**src/rtl/fpu_sched.sv**
```systemverilog
// fpu_sched: shares one 16-bit FPU among NREQ requesters with round-robin
// arbitration. Each requester offers a whole operation (A, B, opcode). The
// winner's operands are loaded into the FPU over a serial strobe protocol,
// and the result or error comes back to that requester.
//
// Ports
//   clk, rst            rising-edge clock, synchronous active-high reset
//   req_valid[NREQ]     per-requester request level
//   req_a/req_b         16-bit operand slices, slice i belongs to requester i
//   req_op              2-bit opcode slices
//   req_ack[NREQ]       one-hot pulse; operands are latched in this cycle
//   resp_valid[NREQ]    one-hot completion pulse
//   resp_data           result (0 on error or timeout)
//   resp_err            FPU error or watchdog expiry
//   resp_timeout        watchdog expiry
//   busy                high from the grant cycle through the response cycle
//   fpu_data/fpu_start  FPU serial load bus and strobe
//   fpu_result/fpu_ready/fpu_error   FPU completion inputs
//
// Handshake: a requester raises req_valid with its operands and holds both
// stable until it sees req_ack; the operands are captured on the clock edge
// that ends the ack cycle. Completion is a one-cycle resp_valid pulse with
// no back-pressure. Only one operation is in flight at a time.
module fpu_sched #(
  parameter int NREQ    = 4,
  parameter int TIMEOUT = 256,
  parameter int IDW     = $clog2(NREQ)
) (
  input  logic                 clk,
  input  logic                 rst,
  input  logic [NREQ-1:0]      req_valid,
  input  logic [16*NREQ-1:0]   req_a,
  input  logic [16*NREQ-1:0]   req_b,
  input  logic [2*NREQ-1:0]    req_op,
  output logic [NREQ-1:0]      req_ack,
  output logic [NREQ-1:0]      resp_valid,
  output logic [15:0]          resp_data,
  output logic                 resp_err,
  output logic                 resp_timeout,
  output logic                 busy,
  output logic [15:0]          fpu_data,
  output logic                 fpu_start,
  input  logic [15:0]          fpu_result,
  input  logic                 fpu_ready,
  input  logic                 fpu_error
);

  localparam int WDW = $clog2(TIMEOUT + 1);

  localparam logic [3:0] S_IDLE   = 4'd0;
  localparam logic [3:0] S_GRANT  = 4'd1;
  localparam logic [3:0] S_LD_A   = 4'd2;
  localparam logic [3:0] S_GAP_A  = 4'd3;
  localparam logic [3:0] S_LD_B   = 4'd4;
  localparam logic [3:0] S_GAP_B  = 4'd5;
  localparam logic [3:0] S_LD_OP  = 4'd6;
  localparam logic [3:0] S_GAP_OP = 4'd7;
  localparam logic [3:0] S_GO     = 4'd8;
  localparam logic [3:0] S_WAIT   = 4'd9;
  localparam logic [3:0] S_RESP   = 4'd10;

  logic [3:0]     state;
  logic [3:0]     state_nxt;
  logic [IDW-1:0] last;
  logic [IDW-1:0] win_id;
  logic [IDW-1:0] win_nxt;
  logic           any_req;
  logic [15:0]    a_q;
  logic [15:0]    b_q;
  logic [1:0]     op_q;
  logic [15:0]    res_q;
  logic           err_q;
  logic           to_q;
  logic [WDW-1:0] wdog;
  logic           wd_expired;

  // Round-robin search starting just after the last winner.
  always_comb begin
    win_nxt = last;
    any_req = 1'b0;
    for (int s = 1; s <= NREQ; s++) begin
      if (!any_req && req_valid[(int'(last) + s) % NREQ]) begin
        any_req = 1'b1;
        win_nxt = IDW'((int'(last) + s) % NREQ);
      end
    end
  end

  always_comb begin
    state_nxt = state;
    case (state)
      S_IDLE:   if (any_req) state_nxt = S_GRANT;
      S_GRANT:  state_nxt = S_LD_A;
      S_LD_A:   state_nxt = S_GAP_A;
      S_GAP_A:  state_nxt = S_LD_B;
      S_LD_B:   state_nxt = S_GAP_B;
      S_GAP_B:  state_nxt = S_LD_OP;
      S_LD_OP:  state_nxt = S_GAP_OP;
      S_GAP_OP: state_nxt = S_GO;
      S_GO:     state_nxt = S_WAIT;
      S_WAIT:   if (fpu_error || fpu_ready || wd_expired) state_nxt = S_RESP;
      S_RESP:   state_nxt = S_IDLE;
      default:  state_nxt = S_IDLE;
    endcase
  end

  always_ff @(posedge clk) begin
    if (rst) begin
      state      <= S_IDLE;
      busy       <= 1'b0;
      last       <= IDW'(NREQ - 1);
      win_id     <= '0;
      a_q        <= '0;
      b_q        <= '0;
      op_q       <= '0;
      res_q      <= '0;
      err_q      <= 1'b0;
      to_q       <= 1'b0;
      wdog       <= '0;
      wd_expired <= 1'b0;
    end else begin
      state <= state_nxt;
      // Registered decode of the upcoming state, so busy has no input path.
      busy  <= (state_nxt != S_IDLE);
      if (state == S_IDLE && any_req) win_id <= win_nxt;
      if (state == S_GRANT) begin
        last <= win_id;
        a_q  <= req_a[win_id*16 +: 16];
        b_q  <= req_b[win_id*16 +: 16];
        op_q <= req_op[win_id*2 +: 2];
      end
      if (state == S_WAIT) begin
        // The counter is 0 in the first WAIT cycle. Expiry is registered one
        // cycle after the count reaches TIMEOUT-1, so a silent FPU gets
        // TIMEOUT+1 WAIT cycles before the forced response.
        wdog       <= wdog + 1'b1;
        wd_expired <= (wdog == WDW'(TIMEOUT - 1));
        if (fpu_error) begin
          res_q <= '0;
          err_q <= 1'b1;
          to_q  <= 1'b0;
        end else if (fpu_ready) begin
          res_q <= fpu_result;
          err_q <= 1'b0;
          to_q  <= 1'b0;
        end else if (wd_expired) begin
          res_q <= '0;
          err_q <= 1'b1;
          to_q  <= 1'b1;
        end
      end else begin
        wdog       <= '0;
        wd_expired <= 1'b0;
      end
    end
  end

  // All outputs except busy are pure decodes of the state and latched data.
  always_comb begin
    req_ack      = '0;
    resp_valid   = '0;
    resp_data    = '0;
    resp_err     = 1'b0;
    resp_timeout = 1'b0;
    fpu_start    = 1'b0;
    fpu_data     = '0;
    case (state)
      S_GRANT:  req_ack[win_id] = 1'b1;
      S_LD_A:   begin fpu_start = 1'b1; fpu_data = a_q; end
      S_GAP_A:  fpu_data = a_q;
      S_LD_B:   begin fpu_start = 1'b1; fpu_data = b_q; end
      S_GAP_B:  fpu_data = b_q;
      S_LD_OP:  begin fpu_start = 1'b1; fpu_data = {14'd0, op_q}; end
      S_GAP_OP: fpu_data = {14'd0, op_q};
      S_GO:     fpu_start = 1'b1;
      S_RESP: begin
        resp_valid[win_id] = 1'b1;
        resp_data          = res_q;
        resp_err           = err_q;
        resp_timeout       = to_q;
      end
      default: ;
    endcase
  end

endmodule
```
**config.mk**
```make
export PLATFORM = sky130hd
export DESIGN_NAME = fpu_sched
export DESIGN_NICKNAME = d
export VERILOG_FILES = /design/src/rtl/fpu_sched.sv
export SDC_FILE = /design/constraint.sdc
export NUM_CORES = 1
export LEC_CHECK = 0
export CORE_UTILIZATION = 41
export CTS_CLUSTER_SIZE = 8
export DETAILED_ROUTE_END_ITERATION = 7
export MAX_ROUTING_LAYER = met4
export PLACE_DENSITY = 0.82
export REMOVE_ABC_BUFFERS = 1
export SYNTH_ARGS = -nofsm -noshare
export SYNTH_HDL_FRONTEND = slang
export SYNTH_SLANG_ARGS = --single-unit
```
**constraint.sdc**
```tcl
create_clock -name clk -period 1.9 [get_ports clk]
set_input_delay 0.475 -clock clk [delete_from_list [all_inputs] [get_ports clk]]
set_output_delay 0.475 -clock clk [all_outputs]
set_load 0.05 [all_outputs]
```
==> results of run 1 <==
## logic make-up after synthesis
logic type | Yosys count | share of synthesized area (%)
xor gates and xnor gates | 7 | 1.51
adders and majority gates | 2 | 0.618
buffers and inverters | 49 | 6.24
DFF | 71 | 35.1
AOI/OAI and AO/OA | 85 | 14.8
and+or+nand+nor | 187 | 22.1
muxes | 37 | 19.7
## power by group
| group | switching (mW) | internal (mW) | leakage (nW) |
|---|---|---|---|
| Sequential | 0.0841 | 1.57 | 0.581 |
| Combinational | 0.535 | 0.777 | 2.01 |
| Clock | 0.556 | 0.670 | 0.0985 |
## how the worst min path moves through the flow
stage | slack (ns) | endpoint | startpoint
after floorplan | 0.41 | wdog[0] | wdog[0]
after global placement | 0.42 | wdog[0] | wdog[0]
after detailed placement | 0.45 | wdog[0] | wdog[0]
after CTS | 0.43 | state[3] | rst
after global routing | 0.47 | win_id[0] | rst
final | 0.45 | b_q[8] | b_q[8]
## registers in the layout (all words and copies together) (netlist names)
register / count
a_q: 16
b_q: 16
busy: 1
err_q: 1
last: 2
op_q: 2
res_q: 16
state: 4
to_q: 1
wd_expired: 1
wdog: 9
win_id: 2
## worst max-delay path: cells and delay by family (launching register included)
family / cells / cell delay [ns]
simple gates: 3 / 0.75
buf+inv: 1 / 0.18
flops: 1 / 0.35
## metrics by stage
| stage | power (mW) | TNS (ns) | cells | setup WS (ns) |
|---|---|---|---|---|
| floorplan | 2.24 | -45.44 | 398 | -1.14 |
| global placement | 2.83 | -0.0259 | 759 | -0.0259 |
| detailed placement | 2.86 | -0.161 | 759 | -0.148 |
| CTS | 4.17 | -5.08 | 793 | -0.173 |
| global route | 4.37 | -7.44 | 795 | -0.247 |
| finish | 4.19 | -5.29 | 795 | -0.192 |
## cell type report
cell class	instances	area, µm²
Multi-Input combinational cell	319	2650
Tap cell	129	161
Clock buffer	12	155
Inverter	9	33.8
Clock inverter	3	42.5
Sequential cell	71	1440
Fill cell	581	2030
Timing Repair Buffer	252	2900
## placed cells by master (no fill, tap or decap), drive strengths merged, types with 4 or more instances in the layout
cell type      netlist  layout
clkdlybuf4s50        0     158
nor3                 5       5
nand2               77      77
clkbuf              17      12
and3                 6       6
nand3                5       5
dfxtp               71      71
nand2b               8       8
mux4                34      34
nor2b                4       4
xor2                 4       4
buf                 23      94
and2                18      18
inv                  9       9
a21oi               38      38
nor2                50      50
o21ai                6       6
a22oi               32      32
## routing by layer
layer / track usage [%] / part of all wire [%] / routed length, µm
met5: - / 0 / 0
met2: 52.0 / 54 / 7480
met1: 30.4 / 38 / 5340
met3: 4.90 / 6.8 / 947
met4: 9.81 / 0.98 / 136
## timing repair
item                                    in CTS  in global routing
gates cloned                                 4                  0
resized for setup                           94                 12
setup buffers                               15                  2
pin swaps                                   38                 17
endpoints found under the setup margin      43                 43
==> metrics.md, run 1 <==
| Metric | Value |
|---|---|
| First-pass GRT wire length | between 20,000 and 25,000 µm |
| Crit Path Max Fanout | 4 |
| #FFs+latches synth | a little over 70 |
| Slew @ Worst Pin | around 0.42 ns |
| I/O Pins | about 200 |
| Final Critical Period | around 2.1 ns |
| Hold slack | around 0.45 ns |
| Violated checks | negative setup slack |
| H-tree depth | 3 |
| Die area | 10,300 µm² |
| Slowest cell on the critical path | or3_4 |
| Vias per inst | between 5 and 6 |
| Hold WC Path Type | reg -> reg |
| Startpoint types | register |
| DRC | 0 |
| Crit path launch | state[1] |
| Post-Synthesis Cells | around 440 |
| Initial Util | 43.0% |
| EDFF count, synth | 0 |
| I/O Buffers | slightly above 200 |
| Setup violators final | between 40 and 50 |
| Crit path kind | reg -> out |
| Synth cell types | 47 |
| Synth cell count leaders | 77 x nand2_1, 71 x dfxtp_1, 50 x nor2_1 |
| Vias in the first global route | between 4,000 and 5,000 |
| Worst Hold Path Cells | 2 |
| RR Endpoint | res_q[15] |
| Post-layout util | 78.4% |
| DRT antenna net count | 0 |
| Syn. warnings | 0 |
| Pleak | 2.69 nW |
| Final HPWL DP | approximately 9300 µm |
| Max Freq | 478 MHz |
| Top_reg_cell synth | dfxtp_1 |
| DRT Wirelength | around 14,000 µm |
| Clock skew | about 0.0081 ns |
| Worst EP required | 1.42 ns |
| TritonCTS Buffers | 9 |
| RSZ-0062 raised after global routing | yes |
| Max VDD drop | 0.338 mV |
| Share of synthesized registers carrying an async set or reset | 0% |
| WL per Instance | around 17 µm |
| Pin count of the biggest net entering global routing | 37 |
| DRT iter0 DRCs | around 130 |
| Core area | roughly 9400 µm² |
| Overall Global Routing Usage | around 28% |
| Die W | just over 100 µm |
| CTS Root Cell | clkbuf_8 |
| Crit share post-route | 110% |
| CP cell instances | nand2b_4 > or3_4 > nor3_4 > buf_6 |
| Leading area contributor after synthesis | dfxtp_1 |
| TritonCTS clock tree | done |
| Final Cell Area | between 7000 and 8000 µm² |
| Area share of the largest cell type after synthesis | roughly a third |
| PwrDens | around 570 nW/µm² |
| Num Clock Sinks | 71 |
| Mapped cell area | 4050 µm² |
| Row count | 35 |
| Skew-Pair Late Insertion Delay | 0.34 ns |
| Largest stage delay, worst path | 0.44 ns |
| CP endpoint | req_ack[0] |
| Total gr overflow | 0 |
| Crit. End Element | output pin |
| Reg clk slew, reported paths | around 0.070 ns |
| Relative slew slack | 71.2% |
| Reg2Reg Depth | 8 |
| Number of diodes | 0 |
| Final worst slack | -0.192 ns |
| Status | finished, violations left |
| Syn Area/Cell | 9.25 µm² |
| Max-slew violation count | 0 |
| Nets | just over 800 |
| GPL Wtd Cong | between 0.7 and 0.8 |
| P&R area growth vs syn | 82.2% |
| Instance area at placement | between 6000 and 7000 µm² |
| Top-count cell post-synth | nand2_1 |
| Synth top area cells | dfxtp_1 35%, mux4_2 19%, nand2_1 7.1%, a21oi_1 4.7%, nor2_1 4.6% |
| RR Startpoint | state[1] |
| Hold-fix buffers, CTS | 0 |
| Share of cells above drive strength 1 | about 34% |
| Crit path DAT | 1.62 ns |
| Initial antenna violation count | 0 |
| Flop-to-flop setup slack | approximately 0.080 ns |
| Detailed-route via count | about 4,300 |
| DRT Pass-1 Iters | 4 |
| Die Ht | between 100 and 150 µm |
| Clock Path Buffers | 2 |
| Final hold viol count | 0 |
| Register area share after synthesis | 35.1% |
| Max_cap viols | 0 |
No activity file was read; power rests on OpenSTA's default activity.
==> inputs of run 2 (changes only) <==
--- a/config.mk
+++ b/config.mk
@@ -5,11 +5,14 @@
 export SDC_FILE = /design/constraint.sdc
 export NUM_CORES = 1
 export LEC_CHECK = 0
-export CORE_UTILIZATION = 41
+export CELL_PAD_IN_SITES_DETAIL_PLACEMENT = 1
+export CELL_PAD_IN_SITES_GLOBAL_PLACEMENT = 1
+export CORE_UTILIZATION = 30
+export CTS_BUF_LIST = sky130_fd_sc_hd__clkbuf_4 sky130_fd_sc_hd__clkbuf_8
 export CTS_CLUSTER_SIZE = 8
 export DETAILED_ROUTE_END_ITERATION = 7
 export MAX_ROUTING_LAYER = met4
-export PLACE_DENSITY = 0.82
+export PLACE_DENSITY_LB_ADDON = 0.1
 export REMOVE_ABC_BUFFERS = 1
 export SYNTH_ARGS = -nofsm -noshare
 export SYNTH_HDL_FRONTEND = slang
==> run 2 against run 1 <==
Total power fell by 1.1%. Combinational power fell by 4%. Sequential share of layout area barely moved. Highest routed layer unchanged. Critical path depth rose by 2. Sequential power barely moved. Clock skew rose by 0.0035 ns. Non-clock buffer count fell by 5. Global-route usage fell by 6.6 points. The run still ends with negative setup slack left. Setup slack got worse by 0.066 ns. Sequential cell count did not move.
==> metrics.md, run 2 (same netlist as run 1, synthesis figures left out) <==
| Metric | Value |
|---|---|
| Clock skew | 0.0116 ns (was 0.00809 ns) |
| I/O Buffers | 203 (unchanged) |
| # fillers | 1,455 (was 581) |
| Placed cell count | 810 (was 759) |
| Hold slack | 0.443 ns (was 0.455 ns) |
| Row count | 42 (was 35) |
| DRT antenna net count | 0 (unchanged) |
| Initial antenna violation count | 0 (unchanged) |
| Skew-Pair Late Insertion Delay | 0.34 ns (about the same) |
| Max VDD drop | 0.373 mV (was 0.338 mV) |
| Die area | 14,000 µm² (was 10,300 µm²) |
| Vias in the first global route | 4,608 (was 4,463) |
| Die Ht | 118 µm (was 101 µm) |
| Cell mode on critical path | buf_12 |
| Final hold viol count | 0 (unchanged) |
| Die W | 118 µm (was 101 µm) |
| RSZ-0062 raised after global routing | yes (unchanged) |
| CP endpoint | resp_valid[0] (was req_ack[0]) |
| Hold-fix buffers, CTS | 0 (unchanged) |
| Slowest cell on the critical path | dfxtp_4 (was or3_4) |
| Status | finished, violations left (unchanged) |
| Largest stage delay, worst path | 0.35 ns (was 0.44 ns) |
| PwrDens | 565 nW/µm² (was 568 nW/µm²) |
| TritonCTS Buffers | 9 (unchanged) |
| Nets | 818 (was 824) |
| TritonCTS clock tree | done (unchanged) |
| Num Clock Sinks | 71 (unchanged) |
| Delay-heaviest family, CP | simple AND/OR/NAND/NOR gates (unchanged) |
| Vias per inst | 4.96 (was 5.39) |
| Top Registers | a_q: 16 flops, b_q: 16 flops, res_q: 16 flops (unchanged) |
| Setup violators final | 43 (unchanged) |
| Pleak | 2.68 nW (was 2.69 nW) |
| Pre-CTS WS | -0.110 ns (was -0.148 ns) |
| Worst path depth | 6 (was 4) |
| WP buf/inv | 4 (was 1) |
| DRC | 0 (unchanged) |
| Max_cap viols | 0 (unchanged) |
| WL per Instance | 17.0 µm (was 17.5 µm) |
| Max Freq | 464 MHz (was 478 MHz) |
| Number of diodes | 0 (unchanged) |
| Crit Path Max Fanout | 5 (was 4) |
| Share of cells above drive strength 1 | 31.2% (was 34.1%) |
| DRT Wirelength | 14,200 µm (was 13,900 µm) |
| Final HPWL DP | 10,700 µm (was 9330 µm) |
| I/O Pins | 204 (unchanged) |
| Crit path DAT | 1.68 ns (was 1.62 ns) |
| Relative slew slack | 72.4% (was 71.2%) |
| Final Critical Period | 2.16 ns (was 2.09 ns) |
| Core area | 13,200 µm² (was 9420 µm²) |
| Area of the multi-input gates | 2530 µm² (was 2650 µm²) |
| Storage cell area | 1430 µm² (was 1440 µm²) |
| GPL Wtd Cong | 0.762 (was 0.793) |
| Overall Global Routing Usage | 21.6% (was 28.3%) |
| H-tree depth | 3 (unchanged) |
| Reg2Reg Depth | 8 (unchanged) |
| RR Startpoint | state[2] (was state[1]) |
| Initial Util | 30.7% (was 43.0%) |
| Crit path kind | reg -> out (unchanged) |
| Layout Cells excl Fill | 837 (was 795) |
| Leading cell type in the layout, fill and taps excluded | clkdlybuf4s50_1 (unchanged) |
| DRT iter0 DRCs | 146 (was 132) |
| Final worst slack | -0.257 ns (was -0.192 ns) |
| Reg clk slew, reported paths | 0.07 ns (about the same) |
| Worst EP required | 1.42 ns (about the same) |
| Total gr overflow | 0 (unchanged) |
| Pin count of the biggest net entering global routing | 46 (was 37) |
| RR Endpoint | res_q[15] (unchanged) |
| Slew @ Worst Pin | 0.403 ns (was 0.422 ns) |
| Hold WC Path Type | reg -> reg (unchanged) |
| Flop-to-flop setup slack | 0.13 ns (was 0.08 ns) |
| P&R area growth vs syn | 81.5% (was 82.2%) |
| Detailed-route via count | 4,154 (was 4,289) |
| First-pass GRT wire length | 23,100 µm (was 21,500 µm) |
| Clock Path Buffers | 2 (unchanged) |
| Max-slew violation count | 0 (unchanged) |
| Commonest non-fill, non-tap cells in the layout | 158 x clkdlybuf4s50_1, 77 x nand2_1, 66 x dfxtp_1 (was 158 x clkdlybuf4s50_1, 77 x nand2_1, 65 x dfxtp_1) |
| CP cell instances | buf_6 > and4bb_4 > buf_12 > nor3b_2 > buf_4 > buf_12 (was nand2b_4 > or3_4 > nor3_4 > buf_6) |
| Crit share post-route | 114% (was 110%) |
| CTS Root Cell | clkbuf_8 (unchanged) |
| DRT Pass-1 Iters | 5 (was 4) |
| Violated checks | negative setup slack (unchanged) |
| Crit. End Element | output pin (unchanged) |
| Startpoint types | register (unchanged) |
| Crit path launch | state[2] (was state[1]) |
run 2: worst min path at each step:
stage,end,from,cells past startpoint
2_1_floorplan,wdog[0],wdog[0],1
5_1_grt,wdog[0],wdog[0],1
4_1_cts,wdog[0],wdog[0],1
6_report,wdog[0],wdog[0],1
3_5_place_dp,wdog[0],wdog[0],1
3_3_place_gp,wdog[0],wdog[0],1
run 2: area by class of cell:
type / count / area share, %
inverter: 9 / 0.460
multi-input combinational: 318 / 34.5
clock buffer: 13 / 2.18
tap: 176 / 3.00
timing repair buffer: 247 / 39.8
clock inverter: 3 / 0.579
sequential: 71 / 19.5
run 2: metrics by stage:
| stage | TNS, ns | total power, mW | utilization (%) | instance area [µm²] |
|---|---|---|---|---|
| detailed placement | -0.773 | 2.90 | 51.4 | 6780 |
| global route | -10.90 | 4.37 | 55.7 | 7350 |
| floorplan | -45.44 | 2.24 | - | 3830 |
| finish | -8.28 | 4.15 | 55.7 | 7350 |
| CTS | -8.12 | 4.18 | 55.3 | 7290 |
| global placement | -0.0585 | 2.86 | 51.4 | 6780 |
run 2: worst register-to-register path, cell delays in order, from the launching register on:
cell and delay, ns:
dfxtp_4 0.35, buf_6 0.11, buf_4 0.14, buf_4 0.14, and4bb_4 0.36, and3b_1 0.21, buf_12 0.17, a22oi_1 0.10
nor2_1 0.12
run 2: repair_timing:
action | CTS | global route
endpoints found under the setup margin | 43 | 43
gates cloned | 3 | 0
buffers inserted | 8 | 0
pin swaps | 15 | 9
resized for setup | 56 | 14
run 2: per-layer routing:
layer / vias to the layer above / routed length (µm) / share of wire [%] / track usage (%)
li1: 1988 / - / - / -
met1: 2032 / 5410 / 38 / 22.6
met2: 123 / 7950 / 56 / 41.3
met3: 11 / 709 / 5.0 / 4.20
met4: 0 / 133 / 0.94 / 4.97
met5: - / 0 / 0 / -
run 2: power by group:
part	leakage [nW]	switching (mW)	total (mW)	internal [mW]
clock network	0.104	0.556	1.24	0.686
registers	0.580	0.0710	1.64	1.57
logic	1.99	0.523	1.26	0.742
==> inputs of run 3 (changes only) <==
--- a/config.mk
+++ b/config.mk
@@ -14,6 +14,7 @@
 export MAX_ROUTING_LAYER = met4
 export PLACE_DENSITY_LB_ADDON = 0.1
 export REMOVE_ABC_BUFFERS = 1
+export SLEW_MARGIN = 20
 export SYNTH_ARGS = -nofsm -noshare
 export SYNTH_HDL_FRONTEND = slang
 export SYNTH_SLANG_ARGS = --single-unit
==> results of run 3 <==
Final layout, timing and power as in run 2 (identical DEF).
